--- src/rtl/code_lock_param.sv ---
`default_nettype none
// ============================================================================
// Module   : code_lock_param
// Purpose  : Keypad digit-sequence lock with error budget, timed lockout,
//            runtime code reprogramming and a 7-segment status display.
// Revision : 1.0
// ============================================================================
module code_lock_param #(
  parameter int                  DIGITS         = 6,
  parameter int                  MAX_ERRORS     = 2,
  parameter int                  LOCKOUT_CYCLES = 8,
  parameter logic [4*DIGITS-1:0] CODE           = 24'h590281
) (
  input  logic                      clk,
  input  logic                      reset,
  input  logic                      insere,
  input  logic [3:0]                numero,
  input  logic                      relock,
  input  logic                      prog_en,
  output logic                      unlocked,
  output logic                      warn,
  output logic                      locked_out,
  output logic                      prog_done,
  output logic [$clog2(DIGITS)-1:0] digit_idx,
  output logic [6:0]                seg
);

  localparam int c_IDX_W = $clog2(DIGITS);
  localparam int c_ERR_W = (MAX_ERRORS < 2) ? 1 : $clog2(MAX_ERRORS);
  localparam int c_TMR_W = (LOCKOUT_CYCLES < 2) ? 1 : $clog2(LOCKOUT_CYCLES + 1);

  localparam logic [c_IDX_W-1:0] c_LAST_IDX = c_IDX_W'(DIGITS - 1);
  localparam logic [c_ERR_W-1:0] c_LAST_ERR = c_ERR_W'(MAX_ERRORS - 1);
  localparam logic [c_TMR_W-1:0] c_TMR_LOAD = c_TMR_W'(LOCKOUT_CYCLES);
  localparam logic [c_TMR_W-1:0] c_TMR_ONE  = c_TMR_W'(1);

  localparam logic [6:0] c_SEG_BLANK = 7'h7F;
  localparam logic [6:0] c_SEG_OPEN  = 7'h41;
  localparam logic [6:0] c_SEG_LOCK  = 7'h06;

  typedef enum logic [1:0] {
    ST_ENTRY   = 2'd0,
    ST_OPEN    = 2'd1,
    ST_LOCKOUT = 2'd2
  } state_t;

  function automatic logic [6:0] seg7(input logic [3:0] d);
    case (d)
      4'd0:    seg7 = 7'h40;
      4'd1:    seg7 = 7'h79;
      4'd2:    seg7 = 7'h24;
      4'd3:    seg7 = 7'h30;
      4'd4:    seg7 = 7'h19;
      4'd5:    seg7 = 7'h12;
      4'd6:    seg7 = 7'h02;
      4'd7:    seg7 = 7'h78;
      4'd8:    seg7 = 7'h00;
      4'd9:    seg7 = 7'h10;
      default: seg7 = 7'h3F;
    endcase
  endfunction

  // insere is asynchronous: two-stage synchroniser, then a registered rising-edge pulse
  logic r_sync1, r_sync2, r_sync3, r_stb;

  always_ff @(posedge clk) begin
    if (reset) begin
      r_sync1 <= 1'b0;
      r_sync2 <= 1'b0;
      r_sync3 <= 1'b0;
      r_stb   <= 1'b0;
    end else begin
      r_sync1 <= insere;
      r_sync2 <= r_sync1;
      r_sync3 <= r_sync2;
      r_stb   <= r_sync2 & ~r_sync3;
    end
  end

  state_t                r_state,    w_state_nxt;
  logic [4*DIGITS-1:0]   r_code,     w_code_nxt;
  logic [4*DIGITS-1:0]   r_shadow,   w_shadow_nxt;
  logic [c_IDX_W-1:0]    r_idx,      w_idx_nxt;
  logic [c_ERR_W-1:0]    r_err,      w_err_nxt;
  logic [3:0]            r_last_dig, w_last_dig_nxt;
  logic                  r_shown,    w_shown_nxt;
  logic [c_TMR_W-1:0]    r_timer,    w_timer_nxt;
  logic [c_IDX_W-1:0]    r_prog_idx, w_prog_idx_nxt;
  logic [3:0]            r_prog_dig, w_prog_dig_nxt;
  logic                  w_done_nxt;
  logic [3:0]            w_exp_dig;
  logic                  w_valid;
  logic [6:0]            w_seg_nxt;

  assign w_valid = (numero <= 4'd9);

  // Digit 0 lives in the most-significant nibble
  always_comb begin
    w_exp_dig = 4'd0;
    for (int i = 0; i < DIGITS; i++) begin
      if (i == int'(r_idx)) w_exp_dig = r_code[4*(DIGITS-1-i) +: 4];
    end
  end

  always_comb begin
    w_state_nxt    = r_state;
    w_code_nxt     = r_code;
    w_shadow_nxt   = r_shadow;
    w_idx_nxt      = r_idx;
    w_err_nxt      = r_err;
    w_last_dig_nxt = r_last_dig;
    w_shown_nxt    = r_shown;
    w_timer_nxt    = r_timer;
    w_prog_idx_nxt = r_prog_idx;
    w_prog_dig_nxt = r_prog_dig;
    w_done_nxt     = 1'b0;

    case (r_state)
      ST_ENTRY: begin
        if (r_stb) begin
          w_last_dig_nxt = numero;
          w_shown_nxt    = 1'b1;
          if (w_valid && (numero == w_exp_dig)) begin
            if (r_idx == c_LAST_IDX) begin
              w_state_nxt = ST_OPEN;
              w_idx_nxt   = '0;
              w_err_nxt   = '0;
            end else begin
              w_idx_nxt = r_idx + 1'b1;
            end
          end else if (r_err == c_LAST_ERR) begin
            w_state_nxt = ST_LOCKOUT;
            w_idx_nxt   = '0;
            w_err_nxt   = '0;
            w_timer_nxt = c_TMR_LOAD;
          end else begin
            w_err_nxt = r_err + 1'b1;
          end
        end
      end

      ST_LOCKOUT: begin
        // A zero load never reaches one, so the lockout then holds until reset
        if (r_timer == c_TMR_ONE) begin
          w_state_nxt = ST_ENTRY;
          w_timer_nxt = '0;
        end else if (r_timer != '0) begin
          w_timer_nxt = r_timer - 1'b1;
        end
      end

      ST_OPEN: begin
        if (relock) begin
          w_state_nxt    = ST_ENTRY;
          w_prog_idx_nxt = '0;
        end else if (!prog_en) begin
          w_prog_idx_nxt = '0;
        end else if (r_stb && w_valid) begin
          for (int i = 0; i < DIGITS; i++) begin
            if (i == int'(r_prog_idx)) w_shadow_nxt[4*(DIGITS-1-i) +: 4] = numero;
          end
          w_prog_dig_nxt = numero;
          if (r_prog_idx == c_LAST_IDX) begin
            w_code_nxt     = w_shadow_nxt;
            w_done_nxt     = 1'b1;
            w_prog_idx_nxt = '0;
          end else begin
            w_prog_idx_nxt = r_prog_idx + 1'b1;
          end
        end
      end

      default: w_state_nxt = ST_ENTRY;
    endcase
  end

  always_comb begin
    w_seg_nxt = c_SEG_BLANK;
    case (w_state_nxt)
      ST_ENTRY:   w_seg_nxt = w_shown_nxt ? seg7(w_last_dig_nxt) : c_SEG_BLANK;
      ST_OPEN:    w_seg_nxt = (w_prog_idx_nxt != '0) ? seg7(w_prog_dig_nxt) : c_SEG_OPEN;
      ST_LOCKOUT: w_seg_nxt = c_SEG_LOCK;
      default:    w_seg_nxt = c_SEG_BLANK;
    endcase
  end

  always_ff @(posedge clk) begin
    if (reset) begin
      r_state    <= ST_ENTRY;
      r_code     <= CODE;
      r_shadow   <= CODE;
      r_idx      <= '0;
      r_err      <= '0;
      r_last_dig <= 4'd0;
      r_shown    <= 1'b0;
      r_timer    <= '0;
      r_prog_idx <= '0;
      r_prog_dig <= 4'd0;
      unlocked   <= 1'b0;
      warn       <= 1'b0;
      locked_out <= 1'b0;
      prog_done  <= 1'b0;
      digit_idx  <= '0;
      seg        <= c_SEG_BLANK;
    end else begin
      r_state    <= w_state_nxt;
      r_code     <= w_code_nxt;
      r_shadow   <= w_shadow_nxt;
      r_idx      <= w_idx_nxt;
      r_err      <= w_err_nxt;
      r_last_dig <= w_last_dig_nxt;
      r_shown    <= w_shown_nxt;
      r_timer    <= w_timer_nxt;
      r_prog_idx <= w_prog_idx_nxt;
      r_prog_dig <= w_prog_dig_nxt;
      unlocked   <= (w_state_nxt == ST_OPEN);
      warn       <= (w_state_nxt == ST_ENTRY) && (w_err_nxt != '0);
      locked_out <= (w_state_nxt == ST_LOCKOUT);
      prog_done  <= w_done_nxt;
      digit_idx  <= w_idx_nxt;
      seg        <= w_seg_nxt;
    end
  end

endmodule
`default_nettype wire

--- config.mk ---
export PLATFORM = sky130hd
export DESIGN_NAME = code_lock_param
export DESIGN_NICKNAME = d
export VERILOG_FILES = /design/src/rtl/code_lock_param.sv
export SDC_FILE = /design/constraint.sdc
export NUM_CORES = 1
export LEC_CHECK = 0
export CAP_MARGIN = 30
export CORE_AREA = 3 3 88 90
export DETAILED_ROUTE_END_ITERATION = 8
export DIE_AREA = 0 0 91 93
export PLACE_DENSITY_LB_ADDON = 0.08
export SETUP_SLACK_MARGIN = 0.15
export SLEW_MARGIN = 20
export SYNTH_ARGS = -nofsm -noshare
export SYNTH_HDL_FRONTEND = slang
export SYNTH_SLANG_ARGS = --single-unit
--- constraint.sdc ---
create_clock -name clk -period 4.3 [get_ports clk]
set_clock_uncertainty 0.15 [all_clocks]
set_input_delay 0.86 -clock clk [delete_from_list [all_inputs] [get_ports clk]]
set_output_delay 0.86 -clock clk [all_outputs]
set_load 0.1 [all_outputs]
# After elaboration in Yosys (flattened, before gate mapping)
# Memory sizes are Yosys's and may differ from the RTL's.
# Index checks and enable logic that the tools add are counted.
# word_totals
register_bits	85
mem_bits_ro	224
input_bits	9
memories	2
# memory_table
memory	words	word_bits	read_ports	rd_ports_with_merged_regs	wr	line_no	rtl
(no name shown)	16	7	1	0	0	48	case (d)
(no name shown)	16	7	1	0	0	48	
# classes
add_sub_neg	4
order_cmp	1
n_eq_ne	22
mux	50
bitwise_logic	6
reduce_logical	16
# op_table
operator	count
4-bit 2-to-1 mux	23
3-bit == test, first input constant	8
3-bit 2-to-1 mux	8
7-bit one-hot mux with 3 select lines	1
7-bit 2-to-1 mux	2
2-bit 2-to-1 mux	6
5-bit AND reduction	2
1-bit 2-to-1 mux	8
4-bit one-hot mux with 2 select lines	1
3-bit by 1-bit adder with 3-bit output, second input constant	2
2-bit by 3-bit == test with 1-bit output, first input constant	2
3-bit == test, second input constant	2
3-bit logical NOT	2
2-bit inequality test, second input constant	3
2-bit one-hot mux with 3 select lines	1
1-bit NOT	5
5-bit OR reduction	1
2-bit by 1-bit == test with 1-bit output, second input constant	2
2-bit == test, second input constant	2
4-bit by 1-bit == test with 1-bit output, second input constant	1
4-bit == test	1
4-bit <= comparator, second input constant	1
2-bit logical NOT	2
4-bit AND reduction	1
9 further kinds	12

# Depth between registers and ports, before layout
# Gate-level depths: netlist (run 1).
# logic_depth
ltp_word	14
depth_mapped	14
depth_no_buf	10

# Worst setup path after synthesis (run 1)
# No wires, ideal clock.
# synth_timing
path_kind	register to register
start	reg r_idx[0]
end	reg seg[4]
setup_time_ns	0.120
arrival_time_ns	3.493
path_slack_ns	0.538
path_stages_with_launch	15
cell_sequence	dfxtp_1 > buf_6 > buf_6 > and2_1 > ha_1 > clkbuf_1 > nor2b_1 > a32oi_2 > mux2_1 > nand4_1 > o22a_2 > a31oi_4 > and2_1 > buf_6 > a211o_1
# synth_between
elab_chain_len	14
word_cells_on_any_way	23
cone_classes	9 x eq/ne; 11 x mux; 3 x reduce/logical
# synth_rtl
element	line_no	rtl
start, declared	83	logic [c_IDX_W-1:0] r_idx, w_idx_nxt;
start signal, assigned	209	r_idx <= w_idx_nxt;
3-bit logical NOT	101	if (i == int'(r_idx)) w_exp_dig = r_code[4*(DIGITS-1-i) +: 4];
4-bit 2-to-1 mux (6 in a row)	101	
4-bit == test	123	if (w_valid && (numero == w_exp_dig)) begin
1-bit logical AND	123	
2-bit 2-to-1 mux (*)	123	
2-bit 2-to-1 mux (*)	120	if (r_stb) begin
2-bit one-hot mux with 3 select lines (*)	118	case (r_state)
2-bit == test, or another cell as far along	179	case (w_state_nxt)
7-bit one-hot mux with 3 select lines (*)	179	
end signal, assigned	204	seg <= c_SEG_BLANK;
end signal, assigned	221	seg <= w_seg_nxt;
end, declared	25	output logic [6:0] seg
# Mark *: on every way between the ends. The rest lies on a longest branch, timed or not.
# A chain may end at the register's enable or synchronous reset.

# Worst setup path in the final report (run 1)
# layout_timing
start	in numero[1]
end	reg seg[3]
# layout_between
elab_chain_len	9
word_cells_on_any_way	26
cone_classes	1 x order compare; 3 x eq/ne; 16 x mux; 4 x reduce/logical; 2 x memory
# layout_rtl
element	line_no	rtl
start, declared	17	input logic [3:0] numero,
4-bit <= comparator	95	assign w_valid = (numero <= 4'd9);
1-bit logical AND	158	end else if (r_stb && w_valid) begin
4-bit 2-to-1 mux	158	
4-bit 2-to-1 mux	156	end else if (!prog_en) begin
4-bit 2-to-1 mux	153	if (relock) begin
4-bit 2-to-1 mux	118	
named net w_prog_dig_nxt[0]	89	logic [3:0] r_prog_dig, w_prog_dig_nxt;
memory read 16 x 7 bit	-	
7-bit 2-to-1 mux	181	ST_OPEN: w_seg_nxt = (w_prog_idx_nxt != '0) ? seg7(w_prog_dig_nxt) : c_SEG_OPEN;
7-bit one-hot mux with 3 select lines	179	
# The timed path passes the listed nets, and every way through them passes these cells.

==> flow_metrics.env, run 1 <==
export IMPL_final_min_clock_period_ns=3.449
export IMPL_drc=0
export IMPL_area_growth_pct=11.43
export IMPL_hold_violations=0
export IMPL_placement_io_buffers=22
export IMPL_nets=523
export IMPL_timing_hold_ws_ns=0.2513
export IMPL_worst_setup_path_end_kind="flop"
export IMPL_slew_viol_final=0
export IMPL_design_area_sq_um=4598
export IMPL_outcome="completed"
export IMPL_final_cell_count_no_fill=603
export IMPL_grt_max_degree=40
export IMPL_cts_resized=0
export IMPL_hp_start="r_sync3"
export IMPL_hpwlAfterDp_um=6358
export IMPL_start_util_pct=57.82
export IMPL_final_util_pct=64.43
export IMPL_setup_slack_ns=0.8514
export IMPL_r2r_end="seg[1]"
export IMPL_setup_viol=0
export IMPL_grt_overflow_total=0
export IMPL_tritoncts="yes"
export IMPL_clock_latency_ns=0.36
export IMPL_ioPinCount=23
export IMPL_synthCells=488
export IMPL_start_kind="input pin"
export IMPL_clockBufferDepth=2
export IMPL_fp_dieW_um=91
export IMPL_cts_setup_buffers=0
export IMPL_yosys_warnings=0
export IMPL_root_buffer="clkbuf_8"
export IMPL_coreArea_sq_um=7137
export IMPL_max_freq_mhz=290.0
export IMPL_crit_family="compound AO/OA/AOI/OAI gates"
export IMPL_synth_area_sq_um=4126
export IMPL_worstMarginPinSlew_ns=0.9763
export IMPL_place_inst=587
export IMPL_synth_flop_cell="dfxtp_1"
export IMPL_hp_class="flop to flop"
export IMPL_fin_crit_sh_pct=80.20
export IMPL_grt_use_total_pct=22.12
export IMPL_p_leak_nw=1.837
export IMPL_antenna_found_initial=0
export IMPL_diodes=0
export IMPL_cts_hold_buf=0
export IMPL_antenna_left=0
export IMPL_totalWireLength_um=9165
export IMPL_drtIter0Drc=187
export IMPL_p_total_mw=1.432
export IMPL_post_place_ws_ns=0.4674
export IMPL_synth_net_count=512
export IMPL_place_area_sq_um=4387
export IMPL_async_flop_share_pct=0
export IMPL_final_cell_mix="81 x dfxtp_1, 68 x nand2_1, 62 x nor2_1"
export IMPL_yosysUniqueCellTypes=62
export IMPL_path_class="input pin to flop"
export IMPL_reg2reg_slack_ns=0.92
export IMPL_rsz0062_at_grt="no"
export IMPL_required_ns=4.40
export IMPL_clk_pin_slew_ns=0.09
export IMPL_numCtsBuffers=9
export IMPL_synth_yosys_seq_area_share_pct=39.30
export IMPL_avgSynthCellArea_sq_um=8.456
export IMPL_via_per_inst=5.594
export IMPL_grt_pass1_wl_um=15080
export IMPL_die_h_um=93
export IMPL_min_to="r_stb"
export IMPL_cp_max_fo=8
export IMPL_numClockSinks=81
export IMPL_arrival_ns=3.55
export IMPL_dieArea_sq_um=8463
export IMPL_cp_slowest_cell="mux2i_1"
export IMPL_n_fill_cell=642
export IMPL_drive_above_1_share_pct=10.32
export IMPL_num_vias=3373
export IMPL_htree_levels=3
export IMPL_drv_cap=0
export IMPL_crit_path_cell_trace="clkdlybuf4s50_1 -> o21ai_1 -> and3_1 -> nand3_2 -> mux2i_1 -> inv_1 -> ha_1 -> nor2_1 -> a211oi_1 -> nor3b_1 -> a211o_1"
export IMPL_synth_edf_count=0
export IMPL_wl_per_cell_um=15.20
export IMPL_reg2reg_depth=10
export IMPL_slowest_delay_ns=0.45
export IMPL_slew_headroom_pct=34.71
export IMPL_place_gp_congestion=0.8792
export IMPL_grt_pass1_vias=3103
export IMPL_crit_buf_inv=2
export IMPL_layout_commonest_cell="dfxtp_1"
export IMPL_worstHoldPathCells=1
export IMPL_finalSetupTns_ns=0
export IMPL_first_pass_iters=5
export IMPL_row_count=31
export IMPL_r2r_start="r_idx[1]"
export IMPL_ir_drop_mv=0.1796
export IMPL_ys_seq_elements=81
export IMPL_power_density_nw_per_um2=311.4
==> registers in the layout, summed over array words and instances (netlist names) <==
signal,flops
locked_out,1
prog_done,1
r_code,24
r_err,1
r_idx,3
r_last_dig,4
r_prog_dig,4
r_prog_idx,3
r_shadow,20
r_shown,1
r_state,2
r_stb,1
r_sync1,1
r_sync2,1
r_sync3,1
r_timer,4
seg,7
unlocked,1
warn,1
==> synthesized netlist by cell type (5+ instances only) <==
| master | n | area share (%) |
|---|---|---|
| nand3b_1 | 6 | 1.1 |
| nor2_1 | 62 | 5.6 |
| mux2i_1 | 25 | 6.1 |
| dfxtp_1 | 81 | 39 |
| nor3_1 | 11 | 1.3 |
| nand2_1 | 68 | 6.2 |
| a211oi_1 | 7 | 1.3 |
| mux2_2 | 9 | 2.5 |
| a211o_1 | 12 | 2.5 |
| inv_1 | 17 | 1.5 |
| and2_1 | 5 | 0.76 |
| nand3_1 | 6 | 0.73 |
| nor2b_1 | 6 | 0.91 |
| and3_1 | 5 | 0.76 |
| a21oi_1 | 40 | 4.9 |
| ha_1 | 15 | 4.5 |
| nand2b_1 | 6 | 0.91 |
| clkbuf_1 | 22 | 2.0 |
| o21ai_0 | 15 | 1.8 |
==> report_power, final <==
group	internal [mW]	total, mW	switching, mW
Combinational	0.0300	0.0939	0.0639
Clock	0.291	0.580	0.289
Sequential	0.755	0.757	0.00239
==> routing by layer <==
layer  up-vias  global-route usage (%)  share of wire (%)
li1       1716                       -                  -
met1      1570                   30.30                 49
met2        73                   34.89                 45
met3        14                   3.218                4.6
met4         0                   9.422                1.7
met5         -                       0                  0
==> cell type report <==
cell class	instances	area [sq um]	share of cell area [%]
Sequential cell	81	1622	35.27
Inverter	17	63.81	1.388
Clock buffer	10	137.6	2.993
Timing Repair Buffer	33	297.8	6.476
Clock inverter	6	73.82	1.605
Tap cell	99	123.9	2.694
Multi-Input combinational cell	357	2280	49.58
==> kinds of logic (layout without fill, tap and decap cells) <==
| kind of cell | after synthesis | after routing | synth area share [%] |
|---|---|---|---|
| simple gates | 198 | 198 | 22.80 |
| compound gates | 104 | 104 | 17.74 |
| flops | 81 | 81 | 39.30 |
| buf+inv | 50 | 66 | 5.458 |
| mux | 37 | 37 | 9.521 |
| fa+ha+maj | 15 | 15 | 4.548 |
| xor+xnor | 3 | 3 | 0.6369 |
==> worst max path at each step <==
stage	startpoint	end	cells past startpoint
final	numero[1]	seg[3]	11
after global routing	numero[1]	seg[6]	11
after CTS	numero[1]	seg[3]	11
after detailed placement	numero[1]	seg[3]	11
after global placement	numero[1]	seg[3]	11
after floorplan	r_idx[0]	seg[4]	14
(Power assumes the default switching activity.)
==> inputs of run 2 (changes only) <==
- CORE_AREA: 3 3 88 90 -> 3 3 92 94
- DIE_AREA: 0 0 91 93 -> 0 0 95 97
- clock period: 4.3 -> 2.85 ns (I/O delays scaled with it)
==> flow_metrics.env, run 2 (same netlist as run 1, synthesis figures left out) <==
export IMPL_p_total_mw=2.163
export IMPL_start_kind="input pin"
export IMPL_max_freq_mhz=367.7
export IMPL_worst_setup_path_end_kind="flop"
export IMPL_numCtsBuffers=9
export IMPL_via_per_inst=5.573
export IMPL_antenna_left=0
export IMPL_slew_viol_final=0
export IMPL_drtIter0Drc=227
export IMPL_setup_viol=0
export IMPL_die_h_um=97
export IMPL_grt_max_degree=58
export IMPL_final_min_clock_period_ns=2.720
export IMPL_slew_headroom_pct=53.02
export IMPL_largest_register="r_code"
export IMPL_largest_reg_flops=24
export IMPL_path_class="input pin to flop"
export IMPL_ir_drop_mv=0.3063
export IMPL_worstHoldPathCells=1
export IMPL_root_buffer="clkbuf_8"
export IMPL_fin_crit_sh_pct=95.43
export IMPL_area_growth_pct=24.38
export IMPL_first_pass_iters=5
export IMPL_diodes=0
export IMPL_clock_latency_ns=0.35
export IMPL_clockBufferDepth=2
export IMPL_grt_overflow_total=0
export IMPL_row_count=32
export IMPL_hp_class="flop to flop"
export IMPL_htree_levels=3
export IMPL_wl_per_cell_um=15.09
export IMPL_final_cell_mix="78 x dfxtp_1, 68 x nand2_1, 67 x buf_4"
export IMPL_power_density_nw_per_um2=421.5
export IMPL_ioPinCount=23
export IMPL_grt_use_total_pct=21.82
export IMPL_outcome="completed"
export IMPL_reg2reg_depth=10
export IMPL_tritoncts="yes"
export IMPL_drive_above_1_share_pct=25.63
export IMPL_start_util_pct=53.40
export IMPL_coreArea_sq_um=7727
export IMPL_clk_pin_slew_ns=0.09
export IMPL_timing_hold_ws_ns=0.2422
export IMPL_nets=573
export IMPL_num_vias=3656
export IMPL_p_leak_nw=2.128
export IMPL_fp_dieW_um=95
export IMPL_numClockSinks=81
export IMPL_final_util_pct=66.42
export IMPL_rsz0062_at_grt="yes"
export IMPL_antenna_found_initial=0
export IMPL_drv_cap=0
export IMPL_layout_commonest_cell="dfxtp_1"
export IMPL_required_ns=2.94
export IMPL_arrival_ns=2.81
export IMPL_grt_pass1_wl_um=16190
export IMPL_drc=0
export IMPL_totalWireLength_um=9896
export IMPL_place_gp_congestion=0.9167
export IMPL_n_fill_cell=662
export IMPL_dieArea_sq_um=9215
export IMPL_worstMarginPinSlew_ns=0.6983
export IMPL_cp_max_fo=4
export IMPL_reg_top3="r_code (24), r_shadow (20), seg (7)"
export IMPL_placement_io_buffers=22
export IMPL_hpwlAfterDp_um=6850
export IMPL_grt_pass1_vias=3349
export IMPL_hold_violations=0
## run 2: layer usage
layer	global-route usage [%]	up-vias	wire, um
li1	-	1812	-
met5	0	-	0
met4	6.992	0	159
met2	32.05	94	4363
met3	3.499	14	492
met1	32.35	1736	4879
## run 2: power breakdown
part	switching, mW	internal [mW]	total, mW
Clock	0.428	0.435	0.863
Combinational	0.101	0.0595	0.160
Sequential	0.00372	1.14	1.14
Total	0.533	1.63	2.16
## run 2: layout make-up
cell class	count	area [sq um]	share of cell area, %
clock buffer	11	141.4	2.755
clock inverter	5	61.31	1.195
inverter	17	63.81	1.243
multi-input combinational	357	2426	47.27
sequential	81	1633	31.81
tap	102	127.6	2.487
timing repair buffer	83	679.4	13.24
## run 2: worst paths after layout
path / start / slack, ns / to
max: numero[2] / 0.13 / seg[5]
min reg2reg: r_sync3 / 0.24 / r_stb
max reg2reg: r_idx[1] / 0.15 / seg[6]
min: r_sync3 / 0.24 / r_stb
## run 2: critical path: stages
cell and delay, ns:
clkdlybuf4s50_1 0.44, o21ai_2 0.19, and3_4 0.23, nand3_4 0.10, mux2_4 0.34, inv_2 0.09, ha_2 0.20, nor2_1 0.07
a211oi_2 0.23, nor3b_2 0.07, a211o_1 0.26
## run 2: what timing repair did
action | 4_1_cts | 5_1_grt
resized for setup | 8 | 23
hold buffers | 0 | 0
gates cloned | 0 | 0
pin swaps | 4 | 4
buffers inserted | 8 | 13
endpoints found under the setup margin | 7 | 14
## run 2: per-stage QoR
| stage | TNS [ns] | worst slack, ns | instance area [sq um] | cells |
|---|---|---|---|---|
| global placement | -2.222 | -0.2176 | 4639 | 619 |
| CTS | 0 | 0.1698 | 4933 | 643 |
| finish | 0 | 0.1301 | 5132 | 656 |
| detailed placement | -2.589 | -0.2923 | 4639 | 619 |
| floorplan | -1.982 | -0.2369 | 4178 | 488 |
| global route | 0 | 0.05292 | 5132 | 656 |
